### config.mk
export PLATFORM = sky130hd
export DESIGN_NAME = mux2_rr_arbiter
export DESIGN_NICKNAME = d
export VERILOG_FILES = /design/src/rtl/mux2_rr_arbiter_pkg.sv /design/src/rtl/mux2_rr_arbiter_sync_fifo.sv /design/src/rtl/mux2_rr_arbiter.sv
export SDC_FILE = /design/constraint.sdc
export NUM_CORES = 1
export LEC_CHECK = 0
export CORE_ASPECT_RATIO = 1.5
export CORE_MARGIN = 10
export CORE_UTILIZATION = 50
export DETAILED_ROUTE_END_ITERATION = 6
export PLACE_DENSITY_LB_ADDON = 0.1
export SKIP_LAST_GASP = 1
export SYNTH_ARGS = -nofsm -noshare
export SYNTH_HDL_FRONTEND = slang
export SYNTH_SLANG_ARGS = --single-unit
### constraint.sdc
create_clock -name clk -period 2.6 [get_ports clk]
set_input_delay 0.78 -clock clk [delete_from_list [all_inputs] [get_ports clk]]
set_output_delay 0.78 -clock clk [all_outputs]
set_load 0.02 [all_outputs]
### src/rtl/mux2_rr_arbiter_pkg.sv
// mux2_rr_arbiter_pkg: shared widths, defaults and grant-state encoding for the 2:1 round-robin mux.
package mux2_rr_arbiter_pkg;
  localparam int DATA_W = 8;
  localparam int DEF_DEPTH = 4;
  localparam int DEF_AF_LEVEL = 3;
  typedef enum logic {LAST0 = 1'b0, LAST1 = 1'b1} grant_state_t;
endpackage

### src/rtl/mux2_rr_arbiter_sync_fifo.sv
// sync_fifo: single-clock FIFO; full/empty decisions use the start-of-cycle count.
module sync_fifo #(
  parameter int DATA_W = 8,
  parameter int DEPTH = 4,
  parameter int AF_LEVEL = 3
) (
  input  logic                     clk,
  input  logic                     reset,
  input  logic                     push,
  input  logic                     pop,
  input  logic [DATA_W-1:0]        din,
  output logic [DATA_W-1:0]        dout,
  output logic [$clog2(DEPTH):0]   count,
  output logic                     full,
  output logic                     empty,
  output logic                     almost_full
);
  localparam int AW = $clog2(DEPTH);
  logic [DATA_W-1:0] mem [DEPTH];
  logic [AW-1:0] wr_ptr, rd_ptr;
  logic do_push, do_pop;
  assign full = count == (AW+1)'(DEPTH);
  assign empty = count == '0;
  assign almost_full = count >= (AW+1)'(AF_LEVEL);
  assign do_push = push && !full;
  assign do_pop = pop && !empty;
  assign dout = mem[rd_ptr];
  always_ff @(posedge clk)
    if (do_push) mem[wr_ptr] <= din;
  always_ff @(posedge clk or posedge reset)
    if (reset) begin
      wr_ptr <= '0;
      rd_ptr <= '0;
      count <= '0;
    end else begin
      if (do_push) wr_ptr <= wr_ptr + 1'b1;
      if (do_pop) rd_ptr <= rd_ptr + 1'b1;
      count <= count + (AW+1)'(do_push) - (AW+1)'(do_pop);
    end
endmodule

### src/rtl/mux2_rr_arbiter.sv
// mux2_rr_arbiter: two buffered requesters sharing one registered valid/ready byte stream,
// granted round-robin with requester 0 winning the first tie.
module mux2_rr_arbiter
  import mux2_rr_arbiter_pkg::*;
#(
  parameter int DEPTH = DEF_DEPTH,
  parameter int AF_LEVEL = DEF_AF_LEVEL
) (
  input  logic              clk,
  input  logic              reset,
  input  logic [DATA_W-1:0] data_in0,
  input  logic              valid_in0,
  input  logic [DATA_W-1:0] data_in1,
  input  logic              valid_in1,
  output logic              almost_full0,
  output logic              almost_full1,
  input  logic              ready_out,
  output logic [DATA_W-1:0] data_out,
  output logic              valid_out,
  output logic              selector,
  output logic [1:0]        overflow
);
  localparam int CW = $clog2(DEPTH) + 1;
  logic [DATA_W-1:0] dout0, dout1;
  logic [CW-1:0] cnt0, cnt1;
  logic full0, full1, empty0, empty1;
  logic elig0, elig1, load, grant_any, gnt, pop0, pop1;
  grant_state_t state, state_n;

  sync_fifo #(.DATA_W(DATA_W), .DEPTH(DEPTH), .AF_LEVEL(AF_LEVEL)) u_fifo0 (
    .clk(clk), .reset(reset), .push(valid_in0), .pop(pop0), .din(data_in0), .dout(dout0),
    .count(cnt0), .full(full0), .empty(empty0), .almost_full(almost_full0)
  );
  sync_fifo #(.DATA_W(DATA_W), .DEPTH(DEPTH), .AF_LEVEL(AF_LEVEL)) u_fifo1 (
    .clk(clk), .reset(reset), .push(valid_in1), .pop(pop1), .din(data_in1), .dout(dout1),
    .count(cnt1), .full(full1), .empty(empty1), .almost_full(almost_full1)
  );

  // A tie goes to the requester not named by the state; otherwise the only eligible one wins.
  always_comb begin
    load = !valid_out || ready_out;
    elig0 = !empty0 && cnt0 != '0;
    elig1 = !empty1 && cnt1 != '0;
    grant_any = load && (elig0 || elig1);
    gnt = (elig0 && elig1) ? (state == LAST0) : elig1;
    pop0 = grant_any && !gnt;
    pop1 = grant_any && gnt;
    state_n = grant_any ? grant_state_t'(gnt) : state;
  end

  always_ff @(posedge clk or posedge reset)
    if (reset) state <= LAST1;
    else state <= state_n;

  always_ff @(posedge clk or posedge reset)
    if (reset) begin
      data_out <= '0;
      valid_out <= 1'b0;
      selector <= 1'b0;
      overflow <= 2'b00;
    end else begin
      if (load) valid_out <= grant_any;
      if (grant_any) begin
        data_out <= gnt ? dout1 : dout0;
        selector <= gnt;
      end
      overflow <= overflow | {valid_in1 && full1, valid_in0 && full0};
    end
endmodule
==> results of run 1 <==
routing by layer:
layer  GRT usage, %  share of wire [%]  vias to the layer above
met4           6.77                2.3                        0
met1           14.6                 42                      973
li1               -                  -                      904
met2           20.2                 52                       31
met3           3.75                3.6                       11
met5              0                  0                        -
metrics by stage:
step                      setup TNS, ns  hold slack (ns)  std cells
after detailed placement         -0.349            0.464        350
after CTS                             0            0.484        366
after floorplan                       0            0.481        206
final                                 0            0.482        366
after global placement           -0.219            0.455        350
after global routing                  0            0.492        366
registers in the layout, indices dropped and copies added (netlist names):
| signal | count |
|---|---|
| u_fifo1.mem | 32 |
| valid_out | 1 |
| u_fifo0.count | 3 |
| overflow | 2 |
| data_out | 8 |
| state | 1 |
| selector | 1 |
| u_fifo1.count | 3 |
| u_fifo0.wr_ptr | 2 |
| u_fifo1.rd_ptr | 2 |
| u_fifo1.wr_ptr | 2 |
| u_fifo0.rd_ptr | 2 |
| u_fifo0.mem | 32 |
logic make-up after synthesis:
logic type | count (synthesis)
mux | 18
fa+ha+maj | 16
xor+xnor | 8
buf+inv | 25
flops | 91
compound gates | 21
simple gates | 27
area by class of cell:
cell class | count | area (um^2)
multi-input cells | 90 | 1030
fillers | 565 | 2730
clock buffers | 11 | 131
repair buffers | 51 | 490
flip-flops and latches | 91 | 2600
inverters | 18 | 67.6
well taps | 100 | 125
clock inverters | 5 | 101
cell usage after synthesis (all sizes together):
| master | count | share of area, % |
|---|---|---|
| fa | 2 | 1.1 |
| and4 | 8 | 1.9 |
| a31o | 2 | 0.47 |
| and2 | 8 | 1.3 |
| dfrtp | 26 | 17 |
| o21ai | 5 | 0.77 |
| o2111ai | 1 | 0.23 |
| nand4 | 2 | 0.33 |
| inv | 18 | 1.8 |
| nor2 | 2 | 0.20 |
| a221o | 8 | 2.1 |
| xnor2 | 6 | 1.4 |
| edfxtp | 64 | 51 |
| or3 | 2 | 0.47 |
| clkbuf | 3 | 0.30 |
| buf | 4 | 0.67 |
| o31ai | 1 | 0.33 |
| nand2b | 1 | 0.17 |
| o211a | 1 | 0.27 |
| a21boi | 2 | 0.50 |
| ha | 14 | 4.7 |
| nand2 | 2 | 0.20 |
| dfstp | 1 | 0.70 |
| nand3 | 1 | 0.13 |
| xor2 | 2 | 0.47 |
| mux2 | 2 | 0.60 |
| o21a | 1 | 0.20 |
| mux4 | 16 | 9.6 |
| nor3 | 1 | 0.13 |
what timing repair did:
item                                    CTS  global route
gates resized for setup                   3             0
endpoints found under the hold margin     0             0
endpoints found under the setup margin    2             0
final timing paths:
path / to / from / depth (start not counted)
worst max register to register: u_fifo0.count[2] / u_fifo0.count[1] / 7
worst min register to register: overflow[0] / overflow[0] / 1
max in group asynchronous: state / reset / 3
worst min-delay path: overflow[0] / overflow[0] / 1
min in group asynchronous: u_fifo0.wr_ptr[0] / reset / 3
worst max-delay path: almost_full0 / u_fifo0.count[2] / 5
where the power goes:
part	total, mW	switching, mW	internal (mW)
combinational	1.72	0.785	0.930
sequential	2.35	0.347	2.00
clock	1.11	0.478	0.636
==> metrics.md, run 1 <==
| Metric | Value |
|---|---|
| Cell area after synthesis | `3740 um^2` |
| Worst path setup slack after routing | `0.234 ns` |
| Share of the synthesized area in compound gates (AO/OA/AOI/OAI) | `4.92%` |
| Top delay family on crit path | `flip-flops` |
| Worst-case setup slack after placement | `-0.116 ns` |
| Placer Congestion | `0.746` |
| Horizontal die dimension | `90.6 um` |
| Static leakage | `1.71 nW` |
| Starting density of the core | `51.4%` |
| Worst Path Buf+Inv | `2` |
| CTS buffer count | `9` |
| DP HPWL | `4.82 mm` |
| Synth Net Count | `243` |
| GRT Residual Overflow | `0` |
| Detailed-route wire length per cell | `18.2 um` |
| Post-layout util | `62.5%` |
| Adder-cell share of the synthesized area | `5.76%` |
| Antenna Cells | `0` |
| Final hold violation count | `0` |
| Max H-tree Level | `3` |
| Yosys cell types | `34` |
| Run status | `finished, final reports clean` |
| Worst-case clock skew | `0.0109 ns` |
| Total global-route track usage | `12.5%` |
| Critical Path, Cell by Cell | `inv_1 > ha_1 > o21ai_0 > nand2_1 > dlygate4sd2_1` |
| Worst-path clk slew | `0.08 ns` |
| Maximum clock path buffer count | `2` |
| Post-synthesis simple-gate area fraction | `4.86%` |
| Combinational family with the most area after synthesis | `multiplexers` |
| Area inside the core boundary | `7270 um^2` |
| Number of global-route vias before repair | `2083` |
| Overall die area | `11400 um^2` |
| Number of I/O port buffers | `34` |
| Clock latency on the worst-skew pair | `0.37 ns` |
| P&R area growth vs syn | `21.8%` |
| # hold bufs at CTS | `0` |
| Drt total wl | `6.66 mm` |
| Post-layout total power | `5.18 mW` |
| Max Clk Rate | `0.423 GHz` |
| Antenna violations before repair | `0` |
| Setup crit end kind | `primary output` |
| Clock Sink Count | `91` |
| P per Cell Area | `1140 nW/um^2` |
| Cells after synthesis | `206` |
| NumNets Final | `298` |
| Mean number of vias per cell | `5.24` |
| Count of warnings emitted by yosys | `0` |
| Max-slew violation total from the final report | `0` |
| CP max FO | `5` |
| Fraction of layout cells with a size suffix above 1 | `21.1%` |
| Slew margin rel. | `59.8%` |
| Boundary pin count | `35` |
| Pre-Repair DR Iteration Count | `2` |
| ANT nets after route | `0` |
| Total of endpoints with negative setup slack in the final report | `0` |
| Final critical path time including I/O delays and setup | `2.37 ns` |
| Maximum number of pins on one net before global-route repair | `28` |
| Unrepaired setup endpoints after global routing | `no` |
| Total number of placement rows | `38` |
| Max-cap check violation count | `0` |
| Wire length of the first global-routing pass | `11.0 mm` |
| Drt initial violations | `87` |
| Mux contribution to synthesized area | `10.2%` |
| Most frequent standard cell in the layout excluding fill and tap cells | `sky130_fd_sc_hd__edfxtp_1` |
| Remaining design rule violation count | `0` |
| Post-Place Cell Area | `4320 um^2` |
| R2R setup slack | `0.43 ns` |
| Slowest cell on the critical path | `sky130_fd_sc_hd__dfrtp_2` |
| Crit share post-route | `91.0%` |
| Commonest non-fill, non-tap cells in the layout | `64 x sky130_fd_sc_hd__edfxtp_1, 32 x sky130_fd_sc_hd__clkdlybuf4s50_1, 25 x sky130_fd_sc_hd__dfrtp_1, 18 x sky130_fd_sc_hd__inv_1, 16 x sky130_fd_sc_hd__mux4_2` |
| Crit Path Category | `reg -> out` |
| Fraction of synthesized cell area in xor and xnor cells | `1.88%` |
| Via count | `1919` |
| Number of register bits inferred by synthesis | `91` |
| Setup fix buffers added after clock tree synthesis | `0` |
| Clk root buf | `sky130_fd_sc_hd__clkbuf_8` |
| Sequential cell area fraction in the yosys report | `69.6%` |
| Mapped Avg Cell Area | `18.1 um^2` |
| Die height | `126 um` |
| Type of origin of the critical path | `flip-flop` |
| Worst vdd rail ir drop | `611 uV` |
| Worst Hold Class | `reg -> reg` |
| Layout Cell Area excl Fill | `4550 um^2` |
| Biggest cell delay along the critical path | `0.42 ns` |
| CTS tree | `done` |
| Endpoint arrival time on the critical path | `1.59 ns` |
| Transition at the pin with the smallest max-transition slack | `0.602 ns` |
| Required time worst endpoint | `1.82 ns` |
(Power assumes the default switching activity.)
==> run 2, diff against run 1 <==
- CORE_MARGIN: 10 -> not set
- PLACE_DENSITY_LB_ADDON: 0.1 -> 0.2
==> run 2 against run 1 <==
- utilization decreased by 0.26 points
- worst hold slack lost 0.013 ns
- via count fell by 0.83%
- critical path depth is 3 higher
- sequential share of layout area up 0.62 points
- final cell count grew 0.55%
- die area decreased by 31%
- sequential cell count is the same
- cell area down 1.1%
- clock skew decreased by 0.0024 ns
- setup slack gained 0.040 ns
- count of clock-buffer cells in the layout is 1 higher
- critical path type is now in -> reg
==> metrics.md, run 2 (synthesis results as in run 1) <==
| Metric | Value |
|---|---|
| Total global-route track usage | `17.6% (+5.1 points)` |
| Post-layout total power | `4.88 mW (-5.8%)` |
| Crit Path Category | `in -> reg` |
| Crit share post-route | `89.5% (-1.5 points)` |
| Worst-case clock skew | `0.00857 ns (-0.00236 ns)` |
| Required time worst endpoint | `2.84 ns (+1.02 ns)` |
| Number of fillers in the final layout | `580 (+2.7%)` |
| Max H-tree Level | `3 (unchanged)` |
| Starting density of the core | `51.7% (+0.34 points)` |
| Antenna violations before repair | `0 (unchanged)` |
| Die height | `108 um (-14%)` |
| Max Clk Rate | `0.430 GHz (+1.7%)` |
| Slowest cell on the critical path | `sky130_fd_sc_hd__clkdlybuf4s50_1` |
| Fraction of layout cells with a size suffix above 1 | `22.0% (+0.96 points)` |
| CTS buffer count | `9 (unchanged)` |
| Total number of placement rows | `38 (unchanged)` |
| Commonest non-fill, non-tap cells in the layout | `64 x sky130_fd_sc_hd__edfxtp_1, 32 x sky130_fd_sc_hd__clkdlybuf4s50_1, 25 x sky130_fd_sc_hd__dfrtp_1, 18 x sky130_fd_sc_hd__inv_1, 18 x sky130_fd_sc_hd__buf_4` |
| CP max FO | `4 (-1)` |
| Run status | `finished, final reports clean` |
| Worst vdd rail ir drop | `534 uV (-13%)` |
| P per Cell Area | `1080 nW/um^2 (-4.7%)` |
| Worst Hold Class | `reg -> reg` |
| Unrepaired setup endpoints after global routing | `no` |
| Maximum number of pins on one net before global-route repair | `28 (unchanged)` |
| P&R area growth vs syn | `20.5%` |
| Setup fix buffers added after clock tree synthesis | `0 (unchanged)` |
| Via count | `1903 (-0.83%)` |
| Transition at the pin with the smallest max-transition slack | `0.609 ns (+0.00700 ns)` |
| Clock latency on the worst-skew pair | `0.35 ns (-0.02 ns)` |
| Worst-path clk slew | `0.08 ns (about the same)` |
| Drt total wl | `6.01 mm (-9.7%)` |
| Post-layout util | `62.3% (-0.26 points)` |
| Total of endpoints with negative setup slack in the final report | `0 (unchanged)` |
| Number of I/O port buffers | `34 (unchanged)` |
| Area inside the core boundary | `7230 um^2 (-0.65%)` |
| DP HPWL | `4.46 mm (-7.4%)` |
| Static leakage | `1.70 nW (-0.57%)` |
| NumNets Final | `300 (+0.67%)` |
| Boundary pin count | `35 (unchanged)` |
| Clock Sink Count | `91 (unchanged)` |
| Pre-Repair DR Iteration Count | `4 (+2)` |
| Max-slew violation total from the final report | `0 (unchanged)` |
| Most frequent standard cell in the layout excluding fill and tap cells | `sky130_fd_sc_hd__edfxtp_1` |
| Setup crit end kind | `flip-flop` |
| Remaining design rule violation count | `0 (unchanged)` |
| Slew margin rel. | `59.4% (-0.47 points)` |
| Mean number of vias per cell | `5.17 (-1.4%)` |
| Final hold violation count | `0 (unchanged)` |
| Final critical path time including I/O delays and setup | `2.33 ns (-0.0398 ns)` |
| Antenna Cells | `0 (unchanged)` |
| Type of origin of the critical path | `primary input` |
| Top cell by count, worst path | `sky130_fd_sc_hd__ha_1` |
| Number of global-route vias before repair | `2050 (-1.6%)` |
| Overall die area | `7830 um^2 (-31%)` |
| Endpoint arrival time on the critical path | `2.57 ns (+0.98 ns)` |
| Wire length of the first global-routing pass | `9.81 mm (-10%)` |
| Maximum clock path buffer count | `2 (unchanged)` |
| Critical Path, Cell by Cell | `clkdlybuf4s50_1 > nand2b_1 > o211a_1 > ha_1 > inv_1 > ha_1 > fa_1 > xor2_1` |
| ANT nets after route | `0 (unchanged)` |
| Detailed-route wire length per cell | `16.3 um (-10%)` |
| Max-cap check violation count | `0 (unchanged)` |
| Horizontal die dimension | `72.6 um (-20%)` |
| Clk root buf | `sky130_fd_sc_hd__clkbuf_8` |
| Placer Congestion | `0.708 (-5.1%)` |
| GRT Residual Overflow | `0 (unchanged)` |
| Drt initial violations | `85 (-2.3%)` |
| Biggest regs | `u_fifo0.mem x32, u_fifo1.mem x32, data_out x8` |
| CTS tree | `done` |
| Biggest cell delay along the critical path | `0.39 ns (-0.03 ns)` |
| Total negative slack for setup checks | `0 ns (unchanged)` |
==> run 2: changes by cell type in the layout (fill, tap and decap cells not counted), sizes merged <==
cell and change:
buf +2, bufinv -3, clkbuf +1, clkinv +1, clkinvlp +1, dlygate4sd2 -2, dlymetal6s2s +2
==> run 2: through the flow <==
step | hold slack, ns | instance area, um^2 | setup WS (ns) | instances
final | 0.470 | 4500 | 0.274 | 368
after floorplan | 0.481 | 3740 | 0.121 | 206
after detailed placement | 0.453 | 4320 | -0.101 | 352
after CTS | 0.473 | 4500 | 0.00444 | 368
after global routing | 0.502 | 4500 | 0.148 | 368
after global placement | 0.455 | 4320 | -0.0806 | 352
==> run 2: timing repair <==
action,CTS,global route
gates cloned,0,0
endpoints found under the setup margin,1,2
hold buffers,0,0
resized for setup,1,2
pin swaps,0,0
==> run 2: final cells by class <==
type	count	area [um^2]	share of cell area [%]
Timing Repair Buffer	53	500	11.1
Sequential cell	91	2600	57.8
Clock buffer	12	145	3.22
Clock inverter	4	28.8	0.639
Inverter	18	67.6	1.50
Tap cell	100	125	2.78
Multi-Input combinational cell	90	1030	23.0
==> run 2: layer usage <==
metal	track usage (%)	up-vias	part of all wire [%]
met4	8.40	0	2.0
met2	30.9	30	54
met1	20.0	957	41
met3	3.75	9	2.7
li1	-	907	-
met5	0	-	0
==> run 2: worst max-delay path: cells and delay by family <==
family	cells	cell delay [ns]
and+or+nand+nor	1	0.20
AOI/OAI and AO/OA	1	0.17
xor gates and xnor gates	1	0.17
buffers and inverters	2	0.43
adders and majority gates	3	0.82
==> run 2: path summary, 6_finish.rpt <==
kind,from,cells past startpoint,slack (ns),endpoint
min,overflow[1],1,0.47,overflow[1]
max,ready_out,8,0.27,u_fifo0.count[2]
min in group asynchronous,reset,3,0.81,overflow[1]
max in group asynchronous,reset,3,1.48,state
min reg2reg,overflow[1],1,0.47,overflow[1]
max reg2reg,u_fifo0.count[1],7,0.43,u_fifo0.count[2]
==> run 2: where the power goes <==
group          internal, mW  switching [mW]
clock network         0.374           0.454
logic                 0.939           0.764
registers              2.00           0.347
total                  3.32            1.56
